==> src/rtl/drc_frame_sched_pkg.sv <==
// Shared definitions for the drc_frame_sched frame sequencer: state encoding
// and default widths.
package drc_frame_sched_pkg;

  localparam int DEF_I_PXL_W = 16;
  localparam int DEF_H_CNT_W = 12;
  localparam int DEF_V_CNT_W = 12;
  localparam int DEF_FCNT_W  = 16;

  localparam int ST_W = 3;
  typedef logic [ST_W-1:0] state_t;

  localparam state_t ST_IDLE    = 3'd0;
  localparam state_t ST_WAIT_FS = 3'd1;
  localparam state_t ST_ACTIVE  = 3'd2;
  localparam state_t ST_PAD     = 3'd3;
  localparam state_t ST_DISCARD = 3'd4;

endpackage

==> src/rtl/drc_xy_counter.sv <==
// Column/row pixel position counter with end-of-frame compare. It is shared by
// real pixels and padding pixels.
module drc_xy_counter #(
  parameter int H_CNT_W = 12,
  parameter int V_CNT_W = 12
) (
  input  logic               aclk,
  input  logic               aresetn,
  input  logic               i_clr,
  input  logic               i_adv,
  input  logic [H_CNT_W-1:0] i_width,
  input  logic [V_CNT_W-1:0] i_height,
  output logic               o_at_last
);

  localparam logic [H_CNT_W-1:0] X_ONE = H_CNT_W'(1);
  localparam logic [V_CNT_W-1:0] Y_ONE = V_CNT_W'(1);

  logic [H_CNT_W-1:0] r_x;
  logic [V_CNT_W-1:0] r_y;
  logic               w_x_end;
  logic               w_y_end;

  assign w_x_end   = (r_x == (i_width - X_ONE));
  assign w_y_end   = (r_y == (i_height - Y_ONE));
  assign o_at_last = w_x_end & w_y_end;

  // The row counter wraps with the last pixel, so the next frame starts clean
  // even before its explicit clear.
  always_ff @(posedge aclk or negedge aresetn) begin
    if (!aresetn) begin
      r_x <= '0;
      r_y <= '0;
    end else if (i_clr) begin
      r_x <= '0;
      r_y <= '0;
    end else if (i_adv) begin
      if (w_x_end) begin
        r_x <= '0;
        r_y <= w_y_end ? '0 : (r_y + Y_ONE);
      end else begin
        r_x <= r_x + X_ONE;
      end
    end
  end

endmodule

==> src/rtl/drc_frame_sched.sv <==
// Frame sequencer between DVP capture and the AXIS aligner. It emits whole
// frames of exactly width*height pixels. The macro DRC_FRAME_STAT_EN builds
// the frame and error counters.
//
// state   | meaning
// IDLE    | disarmed, waiting for a valid cfg_start
// WAIT_FS | armed, dropping pixels until s_vsync
// ACTIVE  | forwarding input pixels to the aligner
// PAD     | frame ended short, emitting zero pixels up to the frame size
// DISCARD | frame done; either re-arm (continuous) or return to IDLE
module drc_frame_sched
  import drc_frame_sched_pkg::*;
#(
  parameter int I_PXL_W = DEF_I_PXL_W,
  parameter int H_CNT_W = DEF_H_CNT_W,
  parameter int V_CNT_W = DEF_V_CNT_W,
  parameter int FCNT_W  = DEF_FCNT_W
) (
  input  logic               aclk,
  input  logic               aresetn,
  input  logic               cfg_start,
  input  logic               cfg_stop,
  input  logic               cfg_cont,
  input  logic [H_CNT_W-1:0] cfg_width,
  input  logic [V_CNT_W-1:0] cfg_height,
  input  logic               s_vsync,
  input  logic [I_PXL_W-1:0] s_pxl_dat,
  input  logic               s_pxl_vld,
  output logic [I_PXL_W-1:0] m_pxl_dat,
  output logic               m_pxl_vld,
  output logic               m_pxl_last,
  input  logic               m_pxl_rdy,
  output logic               sts_busy,
  output logic               sts_done,
  output logic               sts_ovf,
  output logic [FCNT_W-1:0]  sts_frame_cnt,
  output logic [FCNT_W-1:0]  sts_ovf_cnt
);

  state_t             r_state;
  state_t             w_nxt_state;
  logic [H_CNT_W-1:0] r_width;
  logic [V_CNT_W-1:0] r_height;
  logic               r_cont;
  logic               r_stop_pend;
  logic               r_ovf;
  logic               r_done;

  logic               w_start_ok;
  logic               w_at_last;
  logic               w_hs;
  logic               w_last_hs;
  logic               w_lost;
  logic               w_early;
  logic               w_cnt_clr;

  assign w_start_ok = cfg_start && (cfg_width != '0) && (cfg_height != '0);
  assign w_hs       = m_pxl_vld & m_pxl_rdy;
  assign w_last_hs  = w_hs & w_at_last;
  assign w_lost     = (r_state == ST_ACTIVE) & s_pxl_vld & ~m_pxl_rdy;
  // A vsync that coincides with the last handshake ends the frame normally.
  assign w_early    = (r_state == ST_ACTIVE) & s_vsync & ~w_last_hs;
  assign w_cnt_clr  = (w_nxt_state == ST_ACTIVE) && (r_state != ST_ACTIVE);

  drc_xy_counter #(
    .H_CNT_W (H_CNT_W),
    .V_CNT_W (V_CNT_W)
  ) u_xy (
    .aclk      (aclk),
    .aresetn   (aresetn),
    .i_clr     (w_cnt_clr),
    .i_adv     (w_hs),
    .i_width   (r_width),
    .i_height  (r_height),
    .o_at_last (w_at_last)
  );

  always_ff @(posedge aclk or negedge aresetn) begin
    if (!aresetn) r_state <= ST_IDLE;
    else          r_state <= w_nxt_state;
  end

  always_comb begin
    w_nxt_state = r_state;
    case (r_state)
      ST_IDLE: begin
        if (w_start_ok) w_nxt_state = ST_WAIT_FS;
      end
      ST_WAIT_FS: begin
        if (cfg_stop || r_stop_pend) w_nxt_state = ST_IDLE;
        else if (s_vsync)            w_nxt_state = ST_ACTIVE;
      end
      ST_ACTIVE: begin
        if (w_last_hs)    w_nxt_state = ST_DISCARD;
        else if (s_vsync) w_nxt_state = ST_PAD;
      end
      ST_PAD: begin
        if (w_last_hs) w_nxt_state = ST_DISCARD;
      end
      ST_DISCARD: begin
        if (!r_cont || r_stop_pend || cfg_stop) w_nxt_state = ST_IDLE;
        else if (s_vsync)                       w_nxt_state = ST_ACTIVE;
      end
      default: w_nxt_state = ST_IDLE;
    endcase
  end

  always_comb begin
    m_pxl_dat = '0;
    m_pxl_vld = 1'b0;
    case (r_state)
      ST_ACTIVE: begin
        m_pxl_dat = s_pxl_dat;
        m_pxl_vld = s_pxl_vld;
      end
      ST_PAD: begin
        m_pxl_vld = 1'b1;
      end
      default: ;
    endcase
    m_pxl_last = m_pxl_vld & w_at_last;
    sts_busy   = (r_state != ST_IDLE);
  end

  always_ff @(posedge aclk or negedge aresetn) begin
    if (!aresetn) begin
      r_width     <= '0;
      r_height    <= '0;
      r_cont      <= 1'b0;
      r_stop_pend <= 1'b0;
      r_ovf       <= 1'b0;
      r_done      <= 1'b0;
    end else begin
      r_done <= w_last_hs;
      if (r_state == ST_IDLE) begin
        // A stop that arrives together with an accepted start stays pending.
        r_stop_pend <= w_start_ok & cfg_stop;
        if (w_start_ok) begin
          r_width  <= cfg_width;
          r_height <= cfg_height;
          r_cont   <= cfg_cont;
          r_ovf    <= 1'b0;
        end
      end else begin
        if (w_nxt_state == ST_IDLE) r_stop_pend <= 1'b0;
        else if (cfg_stop)          r_stop_pend <= 1'b1;
        if (w_lost || w_early)      r_ovf       <= 1'b1;
      end
    end
  end

  assign sts_done = r_done;
  assign sts_ovf  = r_ovf;

`ifdef DRC_FRAME_STAT_EN
  logic              r_frm_err;
  logic [FCNT_W-1:0] r_frame_cnt;
  logic [FCNT_W-1:0] r_ovf_cnt;

  always_ff @(posedge aclk or negedge aresetn) begin
    if (!aresetn) begin
      r_frm_err   <= 1'b0;
      r_frame_cnt <= '0;
      r_ovf_cnt   <= '0;
    end else begin
      if (w_cnt_clr)              r_frm_err <= 1'b0;
      else if (w_lost || w_early) r_frm_err <= 1'b1;
      // A pixel cannot be lost on the last handshake, so the registered flag is complete here.
      if (w_last_hs) begin
        r_frame_cnt <= r_frame_cnt + FCNT_W'(1);
        if (r_frm_err) r_ovf_cnt <= r_ovf_cnt + FCNT_W'(1);
      end
    end
  end

  assign sts_frame_cnt = r_frame_cnt;
  assign sts_ovf_cnt   = r_ovf_cnt;
`else
  assign sts_frame_cnt = '0;
  assign sts_ovf_cnt   = '0;
`endif

endmodule
==> config.mk <==
export PLATFORM = sky130hd
export DESIGN_NAME = drc_frame_sched
export DESIGN_NICKNAME = d
export VERILOG_FILES = /design/src/rtl/drc_frame_sched_pkg.sv /design/src/rtl/drc_xy_counter.sv /design/src/rtl/drc_frame_sched.sv
export SDC_FILE = /design/constraint.sdc
export NUM_CORES = 1
export LEC_CHECK = 0
export CORE_MARGIN = 2
export CORE_UTILIZATION = 30
export DETAILED_ROUTE_END_ITERATION = 8
export PLACE_DENSITY = 0.49
export SYNTH_ARGS = -nofsm -noshare
export SYNTH_HDL_FRONTEND = slang
export SYNTH_SLANG_ARGS = --single-unit
==> constraint.sdc <==
create_clock -name aclk -period 3.73 [get_ports aclk]
set_clock_uncertainty 0.15 [all_clocks]
set_input_delay 0.746 -clock aclk [delete_from_list [all_inputs] [get_ports aclk]]
set_output_delay 0.746 -clock aclk [all_outputs]
set_load 0.05 [all_outputs]
Yosys cells after proc, flatten, opt, wreduce, memory -nomap -nowiden
Index checks and enable logic that the tools add are counted.
- equality and inequality tests: 9
- multiplexer cells: 23
- add/subtract/negate cells: 4
- bitwise gates (word level): 11
- reduce and logical (&&, ||, !) cells: 20
- operator list (kind ; number):
    2-to-1 mux 12 bit ; 7
    adder 12 x 1 -> 12 bit (second input constant) ; 2
    equality test 12 bit ; 2
    nonzero test 12 bit ; 2
    subtractor 12 x 1 -> 12 bit (second input constant) ; 2
    2-to-1 mux 3 bit ; 7
    2-to-1 mux 16 bit ; 1
    case mux 3 bit (5 select lines) ; 1
    bitwise AND 1 bit ; 9
    equality test 3 x 2 -> 1 bit (second input constant) ; 3
    zero test 3 bit ; 2
    2-to-1 mux 1 bit ; 6
    AND reduction 2 bit ; 3
    nonzero test 2 bit ; 3
    nonzero test 3 bit ; 2
    logical OR 1 bit ; 4
    equality test 3 x 1 -> 1 bit (second input constant) ; 1
    equality test 3 bit (second input constant) ; 1
    logical AND 1 bit ; 3
    inequality test 3 x 2 -> 1 bit (second input constant) ; 1
    inequality test 2 bit (second input constant) ; 1
    inverter 1 bit ; 2
    case mux 1 bit (2 select lines) ; 1
    zero test 1 bit ; 1
- register bits: 55
- input port bits: 48

Depth between registers and ports, before layout
Gate-level depths: netlist of run 1.
- depth in word-level cells: 10
- gate-level depth with buffers: 10
- gate-level depth less buffers: 9

Modules after synthesis
Synthesis of run 1 repeated with hierarchy kept, for this count alone.
- cell total of the unflattened synthesis: 447
- area total of the unflattened synthesis: 4041.4 um^2
- by module, submodules not included (module ; times used ; seq. area each (um^2) ; area an instance (um^2) ; cells each):
    drc_xy_counter ; 1 ; 600.6 ; 2351.0 ; 296
    drc_frame_sched ; 1 ; 775.7 ; 1690.4 ; 151

Least setup slack after synthesis of run 1
No wires, ideal clock.
- path kind: reg-to-output
- start point: reg r_height[0]
- end point: out m_pxl_last
- path slack: -0.370 ns
- stages on the path, launching flop included: 8
- data required time: 2.834 ns
- path buffers: 0
- arrival time: 3.204 ns
- path through: dfrtp_1 > or3_1 > o311a_1 > or4_4 > a2111oi_4 > nand2_1 > or3_1 > nor4_2
- longest elaborated chain between the ends: 4
- RTL lines (element ; RTL line ; text):
    from (decl) ; drc_frame_sched.sv:43 ; logic [V_CNT_W-1:0] r_height;
    from (signal assigned) ; drc_frame_sched.sv:140 ; r_height <= cfg_height;
    subtractor 12 x 1 -> 12 bit ; drc_xy_counter.sv:25 ; assign w_y_end = (r_y == (i_height - Y_ONE));
    equality test 12 bit ; drc_xy_counter.sv:25 ;
    bitwise AND 1 bit ; drc_xy_counter.sv:26 ; assign o_at_last = w_x_end & w_y_end;
    bitwise AND 1 bit ; drc_frame_sched.sv:121 ; m_pxl_last = m_pxl_vld & w_at_last;
    to (decl) ; drc_frame_sched.sv:31 ; output logic m_pxl_last,
No other way between the ends.

Final worst setup path of run 1
Ends and elaborated chain as after synthesis.

==> results of run 1 <==
[worst paths after layout]
| check | startpoint | to | slack [ps] | cells after the start |
|---|---|---|---|---|
| max | r_height[0] | m_pxl_last | -190 | 8 |
| max in group asynchronous | aresetn | r_width[0] | 2210 | 2 |
| min in group asynchronous | aresetn | r_height[4] | 460 | 1 |
| min | sts_ovf | sts_ovf | 360 | 2 |
| min reg2reg | sts_ovf | sts_ovf | 360 | 2 |
| max reg2reg | r_width[4] | u_xy.r_y[10] | 660 | 8 |
[routing by layer]
| metal | vias up | GRT usage | part of all wire |
|---|---|---|---|
| met2 | 108 | 0.2329 | 0.45 |
| met3 | 8 | 0.02567 | 0.051 |
| met5 | - | 0 | 0 |
| met4 | 0 | 0.04044 | 0.012 |
| li1 | 1698 | - | - |
| met1 | 1641 | 0.1970 | 0.49 |
[final cells by class]
| type | instances | area, um^2 |
|---|---|---|
| fillers | 1313 | 8142 |
| well taps | 176 | 220.2 |
| repair buffers | 87 | 825.8 |
| clock inverters | 1 | 5.005 |
| flip-flops and latches | 55 | 1376 |
| clock buffers | 6 | 138.9 |
| multi-input cells | 350 | 2434 |
| inverters | 13 | 48.80 |
[state kept, by name, indices dropped and copies added, names as in the netlist]
register	count
r_height	12
r_state	3
u_xy.r_y	12
u_xy.r_x	12
r_width	12
sts_ovf	1
r_cont	1
sts_done	1
r_stop_pend	1
[logic make-up (layout without fill, tap and decap cells)]
kind of cell | after synthesis | after routing | share of synthesized area
buffers and inverters | 62 | 107 | 0.09006
AND/OR/NAND/NOR | 183 | 183 | 0.2658
other | 1 | 32 | 0.0009308
AO/OA/AOI/OAI | 75 | 75 | 0.1509
XOR/XNOR | 29 | 29 | 0.06305
multiplexers | 27 | 27 | 0.07516
adder cells (fa/ha/maj) | 4 | 4 | 0.01242
flip-flops | 55 | 55 | 0.3416
[synth_stat cells (7+ instances only)]
cell      instances
nand2b_1          7
inv_1            13
nor3_1           11
nor4_1           13
or3_1             7
and2_1           16
buf_4            32
nand3_1          16
nand2_1          25
a32oi_1          12
dfrtp_1          55
nor2_1           34
xor2_1            8
a21oi_1           9
mux2_2           26
and3_1            9
xnor2_1          21
o21ai_0          14
clkbuf_1         13
[power by group through the flow]
stage / clock network (uW) / logic (uW) / registers (uW)
final: 480 / 344 / 721
after global routing: 516 / 385 / 727
after CTS: 501 / 345 / 718
after detailed placement: 0 / 342 / 730
after global placement: 0 / 340 / 728
after floorplan: 0 / 291 / 683
[repair_timing]
action | in CTS | in global routing
pin swaps | 0 | 1
resized for setup | 2 | 2
endpoints found under the setup margin | 1 | 1
buffers inserted | 0 | 0
[through the flow]
step           TNS [ps]  total power [uW]
2_1_floorplan         0             973.9
3_3_place_gp          0              1068
3_5_place_dp          0              1072
4_1_cts          -230.2              1564
5_1_grt          -331.1              1628
6_report         -189.1              1545
[critical path: stages, from the launching register on]
cell and delay, ps:
dfrtp_1 400, or3_4 400, o311a_1 290, or4_4 490, a2111oi_4 250, nand2_1 90, or3_4 400, nor4_4 230
buf_12 180
==> impl_metrics.ini, run 1 <==
[run_status]
status = complete, but fails checks
violations = negative setup slack

[synthesis]
yosysWarnings = 0
synth_edf_count = 0
yosys.area.top_type = dfrtp_1
async_reset_ff_frac = 1.000
ys_top_cells_by_area = dfrtp_1 (34%), mux2_2 (7.3%), buf_4 (6.0%), xnor2_1 (4.6%), nor2_1 (3.2%)
avgSynthCellArea_um2 = 9.241
syn_inst = 436
synth-seq-cells = 55
yosysSeqAreaShare = 0.3416
synth_top_cell_area_share = 0.3416
ys_types = 66
synth_area_um2 = 4029
ys.flop_type = dfrtp_1

[setup_path]
crit_path_end_kind = output port
critPathLaunchType = flip-flop
cp_max_fo = 3
crit_type = reg2out
cp.required_ps = 2830
critPathArrivalTime_ps = 3020

[timing]
post-route-period-util = 1.051
max_slew_margin = 0.3294
worst_pin_slew_ps = 1006
finalSetupViolations = 1
max_freq_mhz = 255.2
finalWorstSetupSlack_ps = -189.1
maxSlewViolCount = 0
timing.final.crit_period_ps = 3919
hold-worst-slack_ps = 357.7
hold_viol = 0
rsz0062_at_grt = true

[place]
post_dp_cell_area_um2 = 4891
place.gp.congestion = 0.8360
dp_slack_ps = 86.04
dp.cells = 681
hpwl_mm = 7.709
port_buffers = 68

[pwr]
p_sw_frac = 0.3263
power.internal_uw = 1041
combPwrFrac = 0.223
seqPwrFrac = 0.467
clock_power_share = 0.310
peakVddDrop_mv = 0.1722
p_leak_uw = 0.002137
switchingPower_uw = 504.0
cellPowerDensity_nw_per_um2 = 306.0

[global_route]
grt_pass1_wl_mm = 16.71
antenna_found_initial = 0
grt_pass1_vias = 3300
gr-usage-all-layers = 0.1437
grt_overflow = 0
grt_max_degree = 44

[die]
core_um2 = 13190
ios = 101
fp.dieW_um = 119.9
dieArea_um2 = 14370
start_util = 0.3054
fp.dieH_um = 119.9
rows = 42

[cells_and_area]
fin_nets = 564
area_delta_synth_final_pct = 25.31
final_common_cell = clkdlybuf4s50_1
antennaDiodeCount = 0
finish.instance_area_um2 = 5049
instances_no_fill = 688
fin_util = 0.3828
drive_gt1_frac = 0.1582
layout_common_cells = clkdlybuf4s50_1 (65), dfrtp_1 (55), nor2_1 (34)

[cts]
clkTransAtPathRegs_ps = 70
cts_root_buffer = clkbuf_16
clock_latency_ps = 290
cts_sinks = 55
tritoncts = built
hold_buffers = 0
cts-htree-levels = 2
cts_buffers = 5
clockBufferDepth = 2

[route]
wl_mm = 10.24
first_pass_iters = 4
drtIter0Drc = 134
drtAntennaViolNets = 0
vias = 3455
wire_per_inst_um = 14.88
via_per_inst = 5.022
drc = 0

[job]
max_cap_viol_count = 0

[min_path]
hold_path_class = reg2reg
Note: power is estimated with default switching activity, not from simulation.
==> inputs of run 2 (changes only) <==
--- a/config.mk
+++ b/config.mk
@@ -9,6 +9,7 @@
 export CORE_UTILIZATION = 30
 export DETAILED_ROUTE_END_ITERATION = 8
 export PLACE_DENSITY = 0.49
+export SLEW_MARGIN = 20
 export SYNTH_ARGS = -nofsm -noshare
 export SYNTH_HDL_FRONTEND = slang
 export SYNTH_SLANG_ARGS = --single-unit
==> impl_metrics.ini, run 2 (same netlist as run 1, synthesis figures left out) <==
[place]
place.gp.congestion = 0.8360
post_dp_cell_area_um2 = 4891
hpwl_mm = 7.709
dp_slack_ps = 86.04
port_buffers = 68

[cts]
hold_buffers = 0
cts_sinks = 55
clock_latency_ps = 290
clockBufferDepth = 2
cts_root_buffer = clkbuf_16
cts_buffers = 5
tritoncts = built
cts-htree-levels = 2
clkTransAtPathRegs_ps = 70

[setup_path]
crit_path_end = m_pxl_last
cp_max_fo = 3
rr_worst_depth = 8
cpMostUsedCell = or3_4
startpoint = r_height[0]
crit_path_end_kind = output port
path_cells = or3_4 > o311a_1 > or4_4 > a2111oi_4 > nand2_1 > or3_4 > nor4_4 > buf_12
critPathLaunchType = flip-flop
rr_startpoint = r_width[4]
crit_slowest_cell = or4_4
cpPeakStageDelay_ps = 490
cp.required_ps = 2830
r2r_slack_ps = 660
critPathArrivalTime_ps = 3020
crit_type = reg2out
reg2reg_to = u_xy.r_y[10]

[cells_and_area]
drive_gt1_frac = 0.1582
layout_common_cells = clkdlybuf4s50_1 (65), dfrtp_1 (55), nor2_1 (34)
area_delta_synth_final_pct = 25.37
fin_util = 0.3829
antennaDiodeCount = 0
final_common_cell = clkdlybuf4s50_1
fin_nets = 564
finish.instance_area_um2 = 5051

[min_path]
hold_path_class = in2async

[pwr]
cellPowerDensity_nw_per_um2 = 305.9
peakVddDrop_mv = 0.1722
p_leak_uw = 0.002138

[global_route]
grt_pass1_vias = 3300
gr-usage-all-layers = 0.1437
grt_pass1_wl_mm = 16.71
grt_overflow = 0
grt_max_degree = 44
antenna_found_initial = 0

[timing]
post-route-period-util = 1.051
timing.final.crit_period_ps = 3919
worst_pin_slew_ps = 646.5
finalSetupViolations = 1
max_freq_mhz = 255.1
rsz0062_at_grt = true
hold_viol = 0
finalWorstSetupSlack_ps = -189.4
max_slew_margin = 0.5690
maxSlewViolCount = 0
hold-worst-slack_ps = 290.1

[route]
drtAntennaViolNets = 0
via_per_inst = 5.020
drc = 0
vias = 3454
first_pass_iters = 4
wire_per_inst_um = 14.89
drtIter0Drc = 134
wl_mm = 10.25

[die]
dieArea_um2 = 14370
rows = 42
fp.dieW_um = 119.9
core_um2 = 13190
start_util = 0.3054
ios = 101
fp.dieH_um = 119.9

[job]
max_cap_viol_count = 0

[run_status]
status = complete, but fails checks
violations = negative setup slack
==> run 2: final cells by class <==
class,count,area [um^2]
inverters,13,48.80
repair buffers,87,828.3
flip-flops and latches,55,1376
clock inverters,1,5.005
clock buffers,6,138.9
well taps,176,220.2
multi-input cells,350,2434
fillers,1312,8139
==> run 2: per-layer routing <==
layer,track usage,part of all wire,vias up
li1,-,-,1698
met3,0.02567,0.050,6
met2,0.2329,0.45,106
met1,0.1970,0.49,1644
met5,0,0,-
met4,0.04044,0.012,0
==> run 2: worst min-delay path by stage <==
| stage | from | to | slack (ps) | cells after the start |
|---|---|---|---|---|
| 6_report | aresetn | r_height[4] | 290 | 1 |
| 5_1_grt | aresetn | u_xy.r_y[0] | 350 | 1 |
| 4_1_cts | sts_ovf | sts_ovf | 360 | 2 |
| 3_5_place_dp | sts_ovf | sts_ovf | 340 | 2 |
| 3_3_place_gp | sts_ovf | sts_ovf | 340 | 2 |
| 2_1_floorplan | aresetn | r_cont | 300 | 0 |
==> run 2: report_power, final <==
part	leakage [uW]	switching [uW]	total, uW	internal [uW]
clock network	0.0000727	216	480	263
registers	0.000727	87.9	721	633
logic	0.00134	200	344	145
==> run 2: stage by stage <==
stage | total power [uW] | TNS (ps) | std cells
after floorplan | 973.9 | 0 | 467
after global placement | 1068 | 0 | 681
after detailed placement | 1072 | 0 | 681
after CTS | 1564 | -230.2 | 688
after global routing | 1628 | -331.1 | 688
final | 1545 | -189.4 | 688
==> run 2: timing repair <==
action | CTS | global route
setup endpoints to repair | 1 | 1
resized for setup | 2 | 2
pin swaps | 0 | 1
setup buffers | 0 | 0
gates cloned | 0 | 0
==> run 2: critical path: cells and delay by family (launching register included) <==
| family | cells | cell delay (ps) |
|---|---|---|
| buffers and inverters | 1 | 180 |
| DFF | 1 | 400 |
| AOI/OAI and AO/OA | 2 | 540 |
| and+or+nand+nor | 5 | 1610 |
